### src/rtl/axi_read_arbiter.sv
// Two-port round-robin arbiter for a single AXI3 read port. Each granted burst
// runs from the AR handshake to RLAST before the next port is served.
//
// state | meaning
// IDLE  | no burst active; picks the next requester and latches its AR fields
// ADDR  | presenting latched address/length on the AXI AR channel
// DATA  | routing R beats between the AXI port and the granted master
module axi_read_arbiter #(
  parameter int ADDR_W = 32,
  parameter int DATA_W = 32,
  parameter int LEN_W  = 4
) (
  input  logic                clk,
  input  logic                rst,
  input  logic [2*ADDR_W-1:0] s_araddr,
  input  logic [2*LEN_W-1:0]  s_arlen,
  input  logic [1:0]          s_arvalid,
  output logic [1:0]          s_arready,
  output logic [DATA_W-1:0]   s_rdata,
  output logic                s_rlast,
  output logic [1:0]          s_rvalid,
  input  logic [1:0]          s_rready,
  output logic [ADDR_W-1:0]   m_araddr,
  output logic [LEN_W-1:0]    m_arlen,
  output logic [1:0]          m_arburst,
  output logic                m_arvalid,
  input  logic                m_arready,
  input  logic [DATA_W-1:0]   m_rdata,
  input  logic                m_rlast,
  input  logic                m_rvalid,
  output logic                m_rready,
  output logic                grant,
  output logic                busy,
  output logic                len_err
);

  typedef enum logic [1:0] {IDLE, ADDR, DATA} state_t;

  state_t            state;
  logic              last_grant;
  logic [ADDR_W-1:0] addr_q;
  logic [LEN_W-1:0]  len_q;
  logic [LEN_W-1:0]  beat_cnt;
  logic              nxt_grant;
  logic              beat;
  logic [1:0]        grant_oh;

  // On a tie the port that was not served last wins.
  always_comb begin
    nxt_grant = grant;
    if (&s_arvalid)       nxt_grant = ~last_grant;
    else if (s_arvalid[1]) nxt_grant = 1'b1;
    else if (s_arvalid[0]) nxt_grant = 1'b0;
  end

  assign grant_oh = grant ? 2'b10 : 2'b01;
  assign beat     = (state == DATA) & m_rvalid & m_rready;

  always_ff @(posedge clk or posedge rst) begin
    if (rst) begin
      state      <= IDLE;
      grant      <= 1'b0;
      last_grant <= 1'b1;
      addr_q     <= '0;
      len_q      <= '0;
      beat_cnt   <= '0;
      len_err    <= 1'b0;
    end else begin
      case (state)
        IDLE: begin
          if (|s_arvalid) begin
            grant  <= nxt_grant;
            addr_q <= nxt_grant ? s_araddr[2*ADDR_W-1:ADDR_W] : s_araddr[ADDR_W-1:0];
            len_q  <= nxt_grant ? s_arlen[2*LEN_W-1:LEN_W] : s_arlen[LEN_W-1:0];
            state  <= ADDR;
          end
        end
        ADDR: begin
          if (m_arready) begin
            beat_cnt <= '0;
            state    <= DATA;
          end
        end
        DATA: begin
          if (beat) begin
            beat_cnt <= beat_cnt + 1'b1;
            if (m_rlast) begin
              if (beat_cnt != len_q) len_err <= 1'b1;
              last_grant <= grant;
              state      <= IDLE;
            end else if (beat_cnt == len_q) begin
              // Slave overran the requested length; keep draining until RLAST.
              len_err <= 1'b1;
            end
          end
        end
        default: state <= IDLE;
      endcase
    end
  end

  assign m_arvalid = (state == ADDR);
  assign m_araddr  = addr_q;
  assign m_arlen   = len_q;
  assign m_arburst = 2'b01;
  assign s_arready = (state == ADDR && m_arready) ? grant_oh : 2'b00;
  assign m_rready  = (state == DATA) & (grant ? s_rready[1] : s_rready[0]);
  assign s_rvalid  = (state == DATA && m_rvalid) ? grant_oh : 2'b00;
  assign s_rdata   = m_rdata;
  assign s_rlast   = m_rlast;
  assign busy      = (state != IDLE);

endmodule

### config.mk
export PLATFORM = sky130hd
export DESIGN_NAME = axi_read_arbiter
export DESIGN_NICKNAME = d
export VERILOG_FILES = /design/src/rtl/axi_read_arbiter.sv
export SDC_FILE = /design/constraint.sdc
export NUM_CORES = 1
export LEC_CHECK = 0
export CAP_MARGIN = 0
export CORE_MARGIN = 2
export CORE_UTILIZATION = 37
export DETAILED_ROUTE_END_ITERATION = 10
export PLACE_DENSITY = 0.88
export SETUP_SLACK_MARGIN = 0.2
export SLEW_MARGIN = 5
export SYNTH_ARGS = -nofsm -noshare
export SYNTH_HDL_FRONTEND = slang
export SYNTH_SLANG_ARGS = --single-unit
### constraint.sdc
create_clock -name clk -period 3.4 [get_ports clk]
set_input_delay 0.34 -clock clk [delete_from_list [all_inputs] [get_ports clk]]
set_output_delay 0.34 -clock clk [all_outputs]
set_load 0.05 [all_outputs]
# == Yosys cells after proc, flatten, opt, wreduce, memory -nomap -nowiden ==
# Index checks and enable logic that the tools add are counted.
# W data, S select, Z words.
# word_totals
reg_bits,45
out_inout_bits,80
elab_cells,54
# classes
addsub,1
eq_ne,9
n_mux,20
bitwise,4
n_reduce_logical,13
# ops
op,count
$mux W32,1
$mux W2,7
$mux W4,3
$pmux W4 S2,1
$reduce_and A4 Y1,2
$mux W1,7
$ne A2 B2 Y1 const B,3
$pmux W2 S3,1
$reduce_and A3 Y1,2
$reduce_bool A2 Y1,3
$add A4 B1 Y4 const B,1
$eq A4 B4 Y1,1
$ne A2 B1 Y1 const B,2
$ne A4 B4 Y1,1
$reduce_and A2 Y1,2
$and A1 B1 Y1,3
$eq A2 B1 Y1 const B,1
$eq A2 B2 Y1 const B,1
$logic_and A1 B1 Y1,2
$logic_not A2 Y1,1
$reduce_or A2 Y1,1
$not A1 Y1,1

# == Logic depth before layout (Yosys ltp) ==
# logic_depth
depth_word,5
mapped_depth,6
ltp_nobuf,4

# == Least setup slack after synthesis ==
# Ideal clock, no wire load.
# synth_path
kind,register to output
startpoint,reg state[0]
endpoint,out s_arready[0]
arrival_ps,2147
t_required_ps,3060
slack_ps,913
stages_incl_launch_ff,4
path_buffers,0
cell_sequence,dfrtp_1 -> nor2b_1 -> nand2_1 -> nor2_1
# synth_between
elab_chain_cells,3
# synth_rtl
item,line,text
"start, declared",39,state_t state;
"start signal, assigned",61,state <= IDLE;
"start signal, assigned",75,state <= ADDR;
"start signal, assigned",81,state <= DATA;
$eq A2 B1 Y1,-,
named net m_arvalid,26,"output logic m_arvalid,"
$logic_and A1 B1 Y1,106,assign s_arready = (state == ADDR && m_arready) ? grant_oh : 2'b00;
$mux W2,106,
"end, declared",18,"output logic [1:0] s_arready,"
# The timed path passes the listed nets, and every way through them passes these cells.

# == Worst setup path after layout ==
# layout_path
startpoint,reg state[0]
endpoint,out s_arready[0]
# layout_between
elab_chain_cells,3
# layout_rtl
item,line
$eq A2 B1 Y1,106
$logic_and A1 B1 Y1,106
$mux W2,106
# Every way passes these cells.

==> results.toml <==
[route]
wl_per_cell_um = 13.9
routed_wl_mm = 5.83
first_iter_violations = 37
wl_met3_um = 666
m1WireLength_mm = 2.13
wl_met2_mm = 2.97
vias = 2015
top_layer = "met4"
route.detailed.drc = 0
ant_nets = 0
via_per_inst = 4.82
dr.pass1.iters = 4

[global_routing]
grt_pass1_vias = 2087
grt_usage_pct = 15.9
grt_max_degree = 46
antenna_found_initial = 0
gr-total-overflow = 0
grt_pass1_wl_mm = 9.48

[synthesis]
syn_inst = 249
ys_ff_latch = 45
ys_seq_area_share_pct = 44.8
synth_top_area_share_pct = 43.8
synthTopCellsByArea = "dfrtp_1, mux2i_1, buf_4, a21oi_1, nor2_1"
synth_area_um2 = 2510
syn_area_per_cell_um2 = 10.1
yosysTopAreaCell = "dfrtp_1"
ys_warn_count = 0
synthesis.nets = 363
yosysUniqueCellTypes = 33

[floorplanning]
die-area_um2 = 7470
die_width_um = 86.4
die_y_um = 86.4
rows = 30
ios = 193
coreArea_um2 = 6680
start_util_pct = 37.6

[sta]
worst_pin_slew_ps = 927
grt_setup_unrepaired = "no"
min_period_over_period_pct = 70.9
finalHoldViolations = 0
max_freq_mhz = 415
skew_ps = 4.19
setup_tns_ps = 0
slew_headroom_pct = 38.1
fin_crit_ps = 2410
setup_viol = 0
report.final.slew_viol_count = 0

[pwr]
p_leak_nw = 1.57
max-vdd-ir-drop_v = 0.000452
p_total_mw = 3.56
p_per_area_nw_per_um2 = 977

[cells_and_area]
multi_input_area_um2 = 1000
seqCellArea_um2 = 1130
n_fill_cell = 607
drive_gt1_share_pct = 5.03
layout_common_cells = "clkdlybuf4s50_1, nor2_1, dfrtp_1, mux2i_1, a21oi_1"
area_growth_syn_to_layout_pct = 45.1
utilization_pct = 54.6
final_cells = 418
final_nets = 451
diodes = 0
final_common_cell = "clkdlybuf4s50_1"

[critical_path]
crit_type = "reg -> out"
required_ps = 3060
crit_path_max_fanout = 7
arrival_ps = 2070
cp-start-kind = "register"
worstSetupEndpointType = "output pin"

[clocking]
cts_buffers = 5
cts_hold_buf = 0
postCtsSetupBuffers = 0
clockRootBuffer = "clkbuf_8"
cts_buffer_depth = 2
htreeDepth = 2
insertion_delay_ps = 290
clkTransAtPathRegs_ps = 80
cts_resized = 0
cts.sinks = 45
tritoncts = "yes"

[hold_path]
hold_class = "reg -> reg"

[outcome]
outcome = "complete, no violations"

[run]
maxCapViolCount = 0

[place]
routabilityCongestion = 0.713
port_buffers = 126
hpwl_mm = 4.60
dp_cells = 410
[Yosys cell counts]
cell	count
buf_4	39
mux2i_1	38
xor2_1	1
nand4_1	1
nand3b_1	1
and4_1	1
or2_1	1
nand2_1	5
mux2i_2	1
a21o_1	1
nor2_1	45
o21ai_1	2
ha_1	1
buf_2	4
nand2b_1	1
a21oi_2	1
conb_1	2
o22ai_1	1
and4bb_1	1
and2_1	1
o22ai_2	1
a22o_1	1
dfrtp_1	44
buf_12	3
a21oi_1	36
inv_1	4
xnor2_1	5
nor2b_1	2
mux2_1	1
buf_6	1
dfstp_2	1
nor2_4	1
a221o_1	1
[through the flow]
| step | setup WS, ps | cell area, µm² | hold WS (ps) |
|---|---|---|---|
| after global placement | 1140 | 3550 | 440 |
| after detailed placement | 1070 | 3550 | 449 |
| final | 989 | 3650 | 464 |
| after CTS | 969 | 3650 | 469 |
| after floorplan | 913 | 2510 | 429 |
| after global routing | 873 | 3650 | 513 |
[kinds of logic after synthesis]
| kind of cell | after synthesis | synth area share, % |
|---|---|---|
| other cells | 2 | 0.299 |
| buf+inv | 51 | 15.9 |
| simple gates | 60 | 10.6 |
| flops | 45 | 44.8 |
| xor+xnor | 6 | 2.09 |
| mux | 40 | 16.1 |
| fa+ha+maj | 1 | 0.498 |
| compound gates | 44 | 9.71 |
[path summary, 6_finish.rpt]
kind	from	to	slack [ps]	cells after the start
min in group asynchronous	rst	m_araddr[26]$_DFFE_PP0P_	570	2
max	state[0]$_DFFE_PP0P_	s_arready[0]	990	4
max reg2reg	grant$_DFFE_PP0P_	m_araddr[13]$_DFFE_PP0P_	1450	5
max in group asynchronous	rst	m_araddr[4]$_DFFE_PP0P_	2260	2
min reg2reg	len_err$_DFFE_PP0P_	len_err$_DFFE_PP0P_	460	1
min	len_err$_DFFE_PP0P_	len_err$_DFFE_PP0P_	460	1
[critical path, stage by stage (launching register included)]
cell and delay, ps:
dfrtp_1 460, nor2b_1 240, nand2_1 160, nor2_1 120
clkdlybuf4s50_1 810
[sequential cells by signal, summed over array words and instances, names as in the netlist]
register    flops
state           2
beat_cnt        4
last_grant      1
grant           1
len_err         1
m_araddr       32
m_arlen         4
[power breakdown]
part           total, mW  switching (mW)  internal, mW
registers          0.982           0.186         0.795
clock network      0.357           0.173         0.184
logic               2.22            1.41         0.810
total               3.56            1.77          1.79
[final cells by class]
type | count | share of cell area (%)
clock inverter | 1 | 0.137
timing repair buffer | 128 | 35.7
multi-input combinational | 153 | 27.5
tap | 80 | 2.74
sequential | 45 | 30.9
inverter | 4 | 0.412
clock buffer | 7 | 2.64
[layer usage]
metal	global-route usage [%]	up-vias
li1	-	973
met3	7.05	10
met5	0	-
met2	28.7	107
met1	16.8	925
met4	3.98	0
Note: power is estimated with default switching activity, not from simulation.
==> patch: new RTL, same settings <==
Make the reset (`rst`) synchronous in one clocked block.
--- a/src/rtl/axi_read_arbiter.sv
+++ b/src/rtl/axi_read_arbiter.sv
@@ -57,5 +57,5 @@
   assign beat     = (state == DATA) & m_rvalid & m_rready;
 
-  always_ff @(posedge clk or posedge rst) begin
+  always_ff @(posedge clk) begin
     if (rst) begin
       state      <= IDLE;
Check against the original RTL: differs if rst is asserted again (counterexample within 4 cycles, from zero or initial values and one cycle with rst high); with rst held inactive, the same outputs for 4 cycles.
==> patch against the original RTL <==
  * Sequential cell count stayed put
  * Register-to-register slack got worse by 0.04 ns
  * First-iteration DRC count up 110%
  * Routed wire length increased by 21%
  * Setup slack better by 0.049 ns
  * Final area increased by 0.82%
  * Synthesized area up 2.4%
  * Critical path depth shrank 1
  * Critical path type unchanged
  * Critical endpoint is now m_rready
  * Highest routed layer unchanged
Power is not compared: it rests on default switching activity, and its combinational part moved more than twofold at a synthesized area within 25%.
==> patch: results (changes against the original RTL) <==
\begin{tabular}{lr}
\hline
Metric & Value \\
\hline
\multicolumn{2}{l}{\textbf{Outcome}} \\
\quad Run status & complete, no violations \\
\multicolumn{2}{l}{\textbf{Drt}} \\
\quad Wire length per cell after detailed routing & 15.2 um (+8.9\%) \\
\quad Vias/cell & 5.06 (+4.9\%) \\
\quad Vias post-DR & 2351 (+17\%) \\
\multicolumn{2}{l}{\textbf{Setup path}} \\
\quad Reg2Reg Launch Point & grant \\
\quad R2R setup slack & 1.41 ns (-0.04 ns) \\
\quad Maximum fanout encountered on the critical timing path & 8 (+1) \\
\quad Worst reg2reg path depth & 4 (-1) \\
\quad Destination of the worst register-to-register timing path & m\_araddr[27] \\
\quad Signal arrival time at the worst endpoint & 2.02 ns (-0.05 ns) \\
\quad Slowest cell delay on critical path & 0.71 ns (-0.10 ns) \\
\multicolumn{2}{l}{\textbf{Finish}} \\
\quad \# nets final & 498 (+10\%) \\
\quad Proportion of layout cells with a drive suffix above 1 & 0.119 (+0.0692) \\
\multicolumn{2}{l}{\textbf{Logic synthesis}} \\
\quad Count of cell types in the netlist & 36 (+9.1\%) \\
\quad Cells taking the most area after synthesis & sky130\_fd\_sc\_hd\_\_dfxtp\_1 (35\%), sky130\_fd\_sc\_hd\_\_a311oi\_2 (18\%), sky130\_fd\_sc\_hd\_\_buf\_4 (12\%) \\
\quad Post-synthesis instance total & 302 (+21\%) \\
\quad Most numerous cell types in the synthesized netlist & sky130\_fd\_sc\_hd\_\_nand2\_1 (76), sky130\_fd\_sc\_hd\_\_nor2\_1 (47), sky130\_fd\_sc\_hd\_\_dfxtp\_1 (45), sky130\_fd\_sc\_hd\_\_buf\_4 (40), sky130\_fd\_sc\_hd\_\_a311oi\_2 (30) \\
\quad Share of synthesized registers carrying an async set or reset & 0 (-1.00) \\
\quad Part of the Yosys area used for sequential elements & 0.350 (-0.0985) \\
\quad Net count after synthesis & 416 (+15\%) \\
\multicolumn{2}{l}{\textbf{Timing}} \\
\quad Fin Hold WS & 0.473 ns (+0.00909 ns) \\
\quad Worst clock skew & 0.00397 ns (-0.000210 ns) \\
\quad Max-slew headroom at the worst pin & 0.357 (-0.0243) \\
\multicolumn{2}{l}{\textbf{GRT}} \\
\quad Via count of the first global-routing pass & 2305 (+10\%) \\
\quad GRT Total Usage & 0.182 (+0.0234) \\
\quad Global-route wire length before repair & 11000 um (+16\%) \\
\quad Pin count of the biggest net entering global routing & 39 (-15\%) \\
\multicolumn{2}{l}{\textbf{Place}} \\
\quad Post-placement cell count & 457 (+11\%) \\
\quad Final weighted congestion in routability-driven placement & 0.745 (+4.5\%) \\
\quad Worst slack, placed & 1.03 ns (-0.0375 ns) \\
\quad Dpl cell area & 3600 um2 (+1.4\%) \\
\quad Estimated wirelength of the detail-placed design & 5370 um (+17\%) \\
\multicolumn{2}{l}{\textbf{Hold path}} \\
\quad Startpoint of the lowest-slack hold path & last\_grant \\
\quad End of the worst hold path & last\_grant \\
\multicolumn{2}{l}{\textbf{Clocking}} \\
\quad Master cell of the clock root buffer & sky130\_fd\_sc\_hd\_\_clkbuf\_8 \\
\hline
\end{tabular}
patch: logic make-up (layout without fill, tap and decap cells):
group,count (synthesis),count (layout),synth area share
mux,2,2,0.0126
buf+inv,57,140,0.149
simple gates,140,140,0.230
fa+ha+maj,1,1,0.00486
flops,45,45,0.350
other cells,2,2,0.00292
xor+xnor,4,4,0.0136
compound gates,51,51,0.237
patch: worst max-delay path by stage:
| stage | cells past startpoint | start | to | slack, ns |
|---|---|---|---|---|
| after global routing | 3 | grant | m_rready | 0.92 |
| after global placement | 4 | m_rvalid | s_rvalid[1] | 1.15 |
| after CTS | 3 | grant | m_rready | 1.02 |
| after floorplan | 3 | grant | m_rready | 1.49 |
| after detailed placement | 5 | s_arvalid[1] | m_araddr[27] | 1.03 |
| final | 3 | grant | m_rready | 1.04 |
patch: cell type report:
| cell class | instances | area, um2 |
|---|---|---|
| fill | 609 | 3080 |
| timing repair buffer | 130 | 1300 |
| multi-input combinational | 200 | 1290 |
| sequential | 45 | 901 |
| tap | 80 | 100 |
| clock buffer | 8 | 80.1 |
| inverter | 2 | 7.51 |
patch: worst max-delay path, delay by kind of cell, from the launching register on:
kind,cells,cell delay (ns)
multiplexers,1,0.36
buffers and inverters,1,0.71
flip-flops,1,0.58
AND/OR/NAND/NOR,1,0.08
patch: report_power, final:
| part | internal [mW] | leakage, nW | switching (mW) |
|---|---|---|---|
| Combinational | 0.273 | 0.926 | 0.407 |
| Clock | 0.146 | 0.0395 | 0.175 |
| Sequential | 0.584 | 0.372 | 0.0360 |
| Total | 1.00 | 1.34 | 0.618 |
patch: layer usage:
layer	global-route usage	part of all wire	vias to the layer above
met2	0.351	0.55	102
met4	0.0462	0.012	0
li1	-	-	1155
met3	0.0616	0.075	8
met1	0.185	0.36	1086
met5	0	0	-
